--- config.mk ---
export PLATFORM = sky130hd
export DESIGN_NAME = alu_sliced
export DESIGN_NICKNAME = d
export VERILOG_FILES = /design/src/rtl/alu_sliced.sv
export SDC_FILE = /design/constraint.sdc
export NUM_CORES = 1
export LEC_CHECK = 0
export CAP_MARGIN = 20
export CORE_MARGIN = 4
export CORE_UTILIZATION = 58
export CTS_BUF_LIST = sky130_fd_sc_hd__clkbuf_8 sky130_fd_sc_hd__clkbuf_16
export DETAILED_ROUTE_END_ITERATION = 10
export GPL_ROUTABILITY_DRIVEN = 0
export PLACE_DENSITY = 0.95
export SETUP_SLACK_MARGIN = 0.02
export SLEW_MARGIN = 20
export SYNTH_ARGS = -nofsm -noshare
export SYNTH_HDL_FRONTEND = slang
export SYNTH_SLANG_ARGS = --single-unit
--- constraint.sdc ---
create_clock -name clk -period 5.5 [get_ports clk]
set_input_delay 1.1 -clock clk [delete_from_list [all_inputs] [get_ports clk]]
set_output_delay 1.1 -clock clk [all_outputs]
set_load 0.01 [all_outputs]
--- src/rtl/alu_sliced.sv ---
// ---------------------------------------------------------------------------
// alu_sliced
//
// Multi-cycle ALU that processes a WIDTH-bit operand pair one SLICE-bit slice
// per clock, least-significant slice first, carrying between slices. One
// operation is in flight at a time; a result is held until the consumer takes
// it.
//
// Ports:
//   clk        rising-edge clock
//   rst_n      asynchronous active-low reset
//   in_valid   operand pair + opcode presented by the source
//   in_ready   block can accept an operation (only in IDLE)
//   a, b       operands (WIDTH bits), sampled at the accept edge only
//   opcode     000 ADD, 001 SUB, 010 AND, 011 OR, 100 NOT A, 101 XOR,
//              110 PASS B, 111 reserved (result 0)
//   out_valid  result and flags valid
//   out_ready  consumer accepts the result
//   result     operation result (WIDTH bits)
//   carry_out  ADD: carry out of MSB; SUB: borrow (A < B unsigned); else 0
//   zero       result == 0
//   negative   result MSB
//   overflow   signed overflow for ADD/SUB; else 0
// ---------------------------------------------------------------------------
module alu_sliced #(
    parameter int WIDTH = 16,
    parameter int SLICE = 4
) (
    input  logic             clk,
    input  logic             rst_n,
    input  logic             in_valid,
    output logic             in_ready,
    input  logic [WIDTH-1:0] a,
    input  logic [WIDTH-1:0] b,
    input  logic [2:0]       opcode,
    output logic             out_valid,
    input  logic             out_ready,
    output logic [WIDTH-1:0] result,
    output logic             carry_out,
    output logic             zero,
    output logic             negative,
    output logic             overflow
);

    localparam int NSLICE = WIDTH / SLICE;
    localparam int CW     = (NSLICE > 1) ? $clog2(NSLICE) : 1;
    localparam logic [CW-1:0]    LAST  = CW'(NSLICE - 1);
    localparam logic [WIDTH-1:0] SMASK = WIDTH'({SLICE{1'b1}});

    typedef enum logic [1:0] {
        IDLE,
        RUN,
        DONE
    } state_t;

    typedef enum logic [2:0] {
        OP_ADD  = 3'b000,
        OP_SUB  = 3'b001,
        OP_AND  = 3'b010,
        OP_OR   = 3'b011,
        OP_NOT  = 3'b100,
        OP_XOR  = 3'b101,
        OP_PASS = 3'b110,
        OP_RSVD = 3'b111
    } op_t;

    state_t           state;
    logic [CW-1:0]    cnt;
    logic [WIDTH-1:0] a_r;
    logic [WIDTH-1:0] b_r;
    op_t              op_r;
    logic             carry_r;
    logic [WIDTH-1:0] work_r;

    // Per-slice datapath and the values loaded into the outputs on the final
    // slice. The final slice's result is not in work_r yet when the outputs
    // load, so the flags are derived from work_next.
    int unsigned      base;
    logic [SLICE-1:0] a_s;
    logic [SLICE-1:0] b_s;
    logic [SLICE-1:0] bp_s;
    logic [SLICE-1:0] r_s;
    logic [SLICE:0]   sum_s;
    logic             carry_next;
    logic [WIDTH-1:0] work_next;
    logic             is_arith;
    logic             b_msb_eff;
    logic             ovf_next;
    logic             cout_next;

    // NOTE: every signal written here gets a default first, so no path
    // through the case statement can leave one unassigned and infer a latch.
    always_comb begin
        base       = SLICE * int'(cnt);
        a_s        = SLICE'(a_r >> base);
        b_s        = SLICE'(b_r >> base);
        // SUB is A + ~B + 1: the +1 enters as the initial carry at accept.
        bp_s       = (op_r == OP_SUB) ? ~b_s : b_s;
        sum_s      = {1'b0, a_s} + {1'b0, bp_s} + {{SLICE{1'b0}}, carry_r};
        carry_next = sum_s[SLICE];
        r_s        = '0;
        case (op_r)
            OP_ADD,
            OP_SUB:  r_s = sum_s[SLICE-1:0];
            OP_AND:  r_s = a_s & b_s;
            OP_OR:   r_s = a_s | b_s;
            OP_NOT:  r_s = ~a_s;
            OP_XOR:  r_s = a_s ^ b_s;
            OP_PASS: r_s = b_s;
            default: r_s = '0;
        endcase
        work_next = (work_r & ~(SMASK << base)) | (WIDTH'(r_s) << base);

        is_arith  = (op_r == OP_ADD) || (op_r == OP_SUB);
        b_msb_eff = (op_r == OP_SUB) ? ~b_r[WIDTH-1] : b_r[WIDTH-1];
        ovf_next  = is_arith && (a_r[WIDTH-1] == b_msb_eff)
                             && (work_next[WIDTH-1] != a_r[WIDTH-1]);
        cout_next = 1'b0;
        if (op_r == OP_ADD) cout_next = carry_next;
        if (op_r == OP_SUB) cout_next = ~carry_next;
    end

    // NOTE: state registers use non-blocking assignments so every register
    // samples the pre-edge values, independent of statement order.
    always_ff @(posedge clk or negedge rst_n) begin
        if (!rst_n) begin
            state     <= IDLE;
            cnt       <= '0;
            a_r       <= '0;
            b_r       <= '0;
            op_r      <= OP_ADD;
            carry_r   <= 1'b0;
            work_r    <= '0;
            in_ready  <= 1'b0;
            out_valid <= 1'b0;
            result    <= '0;
            carry_out <= 1'b0;
            zero      <= 1'b0;
            negative  <= 1'b0;
            overflow  <= 1'b0;
        end else begin
            case (state)
                IDLE: begin
                    // Also raises in_ready on the first edge after reset.
                    in_ready <= 1'b1;
                    if (in_valid && in_ready) begin
                        a_r      <= a;
                        b_r      <= b;
                        op_r     <= op_t'(opcode);
                        cnt      <= '0;
                        carry_r  <= (opcode == OP_SUB);
                        work_r   <= '0;
                        in_ready <= 1'b0;
                        state    <= RUN;
                    end
                end
                RUN: begin
                    work_r  <= work_next;
                    carry_r <= carry_next;
                    if (cnt == LAST) begin
                        state     <= DONE;
                        out_valid <= 1'b1;
                        result    <= work_next;
                        zero      <= (work_next == '0);
                        negative  <= work_next[WIDTH-1];
                        carry_out <= cout_next;
                        overflow  <= ovf_next;
                    end else begin
                        cnt <= cnt + CW'(1);
                    end
                end
                DONE: begin
                    if (out_ready) begin
                        out_valid <= 1'b0;
                        in_ready  <= 1'b1;
                        state     <= IDLE;
                    end
                end
                default: state <= IDLE;
            endcase
        end
    end

endmodule

==> results.yml <==
setup_path:
  crit_required_ps: 5760
  critPathLaunchType: "flop"
  path_cells: "mux4_2 -> xnor2_1 -> fa_1 -> inv_2 -> fa_1 -> or3b_1 -> o31a_1 -> o211ai_1 -> nand3_1 -> nor4b_1 -> nand4_1 -> o31ai_1"
  cp_top_family: "flip-flops"
  startpoint: "cnt[0]"
  crit_path_end_kind: "flop"
  path_buf_inv: 1
  rrSetupSlack_ps: 1540
  cp_slowest_cell: "dfrtp_1"
  reg2reg_from: "cnt[0]"
  path_class: "flop to flop"
  cp.arrival_ps: 4220
  crit_top_cell: "fa_1"
  cp_slowest_stage_delay_ps: 960
  cp.depth: 12
  reg2reg_depth: 12
  critPathMaxFanout: 20
sta:
  period_minus_slack_ps: 3957
  finalSetupTns_ps: 0
  finalHoldViolCount: 0
  skew_ps: 7.630
  fmaxAchievable_ghz: 0.2527
  final_max_slew_viol_count: 0
  tightest_slew_ps: 1066
  rsz0062_at_grt: "false"
  fin_crit_sh_pct: 71.95
  setup_violations: 0
  relSlewSlack_pct: 28.94
floorplan:
  num_rows: 29
  die_y_um: 90.54
  ios: 61
  core_area_um2: 6495
  start_util_pct: 60.84
  die_x_um: 90.54
  die_area_um2: 8197
yosys:
  synth_top_area_share_pct: 46.23
  netlist_instances: 374
  synth-main-ff-cell: "dfrtp_1"
  yosysMostFrequentCell: "dfrtp_1"
  synth-compound-area-share_pct: 15.58
  muxShareOfSynthArea_pct: 14.79
  yosysTopAreaCell: "dfrtp_1"
  async_reset_ff_share_pct: 100.0
  synth_edf_count: 0
  synth_nets: 430
  syn_area_um2: 3951
  synth-simple-area-share_pct: 11.30
  synth_top_family_by_area: "compound AO/OA/AOI/OAI gates"
  ys_ff_latch: 73
  avgSynthCellArea_um2: 10.56
  ys_types: 55
  ys_warn_count: 0
  ys_top_cells_by_count: "73 x dfrtp_1, 38 x nand2_1, 28 x mux2_2"
  synthAdderAreaFrac_pct: 5.763
  synthTopCellsByArea: "dfrtp_1 46%, mux2_2 8.0%, ha_1 4.7%, mux4_2 4.6%, nand2_1 3.6%"
  ys_seq_area_share_pct: 46.23
  synthXorXnorAreaFrac_pct: 1.773
flow_run:
  maxCapViolCount: 0
global_route:
  grt_pass1_vias: 3037
  grt.met3_usage_pct: 6.333
  grt_overflow: 0
  grt_max_degree: 74
  antenna_found_initial: 0
  use_met1_pct: 30.71
  gr-usage-met2_pct: 35.27
  grt_pass1_wl_um: 15020
  grt.total_usage_pct: 22.91
  grt.busiest_layer: "met2"
clock_tree:
  cts_setup_buffers: 0
  cts-resized-gates: 0
  cts_hold_buf: 0
  max-clock-path-buffers: 2
  clk_pin_slew_ps: 80
  cts-buffers-inserted: 9
  h-tree-depth: 3
  tritoncts: "done"
  clk-insertion-delay-late_ps: 350
  clock-sinks: 73
  ctsRootBufferMaster: "clkbuf_8"
hold_path:
  min-delay-start: "result[2]"
  hp-class: "flop to flop"
  hold-path-cell-count: 2
detailed_routing:
  drt_iter0_drc: 287
  vias: 3102
  drt_wl_total_um: 8913
  wl_per_cell_um: 17.55
  drc: 0
  drtPass1Iterations: 5
  ant_nets: 0
  vias_per_cell: 6.106
finish:
  fin_area_um2: 4783
  finalNonFillerCells: 508
  syn2layout_area_growth_pct: 21.06
  fin_nets: 482
  drive_above_1_share_pct: 15.31
  antenna_cells: 0
status:
  status: "finished, final reports clean"
power_and_ir_drop:
  power_frac_seq_pct: 29.3
  p_sw_mw: 1.549
  switching_share_pct: 44.43
  p_clk_share_pct: 12.7
  irDropWorstVdd_v: 0.0003576
  combPwrFrac_pct: 58.0
  p_int_mw: 1.938
  power_density_nw_per_um2: 729.1
  p_leak_nw: 2.036
placement:
  dp_cells: 492
  numPortBuffers: 60
  dp_hpwl_um: 6431
  dpl-instance-area_um2: 4569
==> power by group through the flow <==
stage | logic (mW) | clock network [mW] | registers, mW
finish | 2.02 | 0.443 | 1.02
global route | 2.23 | 0.474 | 1.06
CTS | 1.99 | 0.446 | 1.02
detailed placement | 1.98 | 0 | 1.02
global placement | 1.89 | 0 | 1.00
floorplan | 1.57 | 0 | 0.911
==> cells in the final DEF, fill, tap and decap left out, drive strengths merged, types with 2 or more instances in the layout <==
cell	synthesis	routed
mux4	8	8
clkbuf	12	11
nand3	4	4
a22oi	5	5
ha	15	15
a21o	2	2
clkdlybuf4s50	0	59
a21oi	26	26
a32oi	2	2
xnor2	5	5
fa	2	2
nor2b	10	10
inv	19	20
o31ai	5	5
clkinvlp	0	2
nand4	3	3
buf	11	5
a22o	3	3
nand2	39	39
a32o	2	2
o211ai	8	8
mux2	35	35
xor2	3	3
o21ai	26	26
dfrtp	73	73
o22ai	9	9
nor2	25	25
nand2b	3	3
==> sequential cells by signal, summed over array words and instances, names as in the netlist <==
signal / flops
out_valid: 1
work_r: 12
op_r: 3
carry_out: 1
cnt: 2
in_ready: 1
overflow: 1
zero: 1
result: 16
a_r: 16
state: 2
b_r: 16
carry_r: 1
==> worst paths after layout <==
kind / endpoint
min in group asynchronous: b_r[0]
min: result[2]
max in group asynchronous: work_r[8]
max reg2reg: zero
min reg2reg: result[2]
max: zero
==> tightest hold or removal path: stages (launching register included) <==
cell	delay, ps
dfrtp_1	350
nand2_1	50
o21ai_1	60
==> cells by family (layout without fill, tap and decap cells) <==
| logic type | Yosys count | after routing |
|---|---|---|
| AND/OR/NAND/NOR | 95 | 95 |
| buffers and inverters | 42 | 99 |
| adder cells (fa/ha/maj) | 17 | 17 |
| flip-flops | 73 | 73 |
| multiplexers | 44 | 44 |
| AO/OA/AOI/OAI | 95 | 95 |
| XOR/XNOR | 8 | 8 |
==> metal layers <==
metal  vias to the layer above  wire length [µm]
met4                         0               222
li1                       1436                 -
met1                      1467              3658
met2                       167              4256
met5                         -                 0
met3                        32               776
==> metrics by stage <==
stage	hold slack (ps)	utilization, %	total power, mW	setup WS [ps]
floorplan	453.2	-	2.480	1905
global placement	463.8	70.35	2.886	1718
detailed placement	471.2	70.35	3.008	1604
CTS	488.7	73.65	3.455	1578
global route	506.4	73.65	3.760	1276
finish	487.6	73.65	3.488	1543
==> cell type report <==
type / instances / area, µm²
clock inverter: 5 / 62.56
tap: 77 / 96.34
inverter: 19 / 71.32
multi-input combinational: 259 / 1949
timing repair buffer: 64 / 625.6
fill: 422 / 1712
clock buffer: 11 / 151.4
sequential: 73 / 1827
Power figures use the tool's default switching activity.
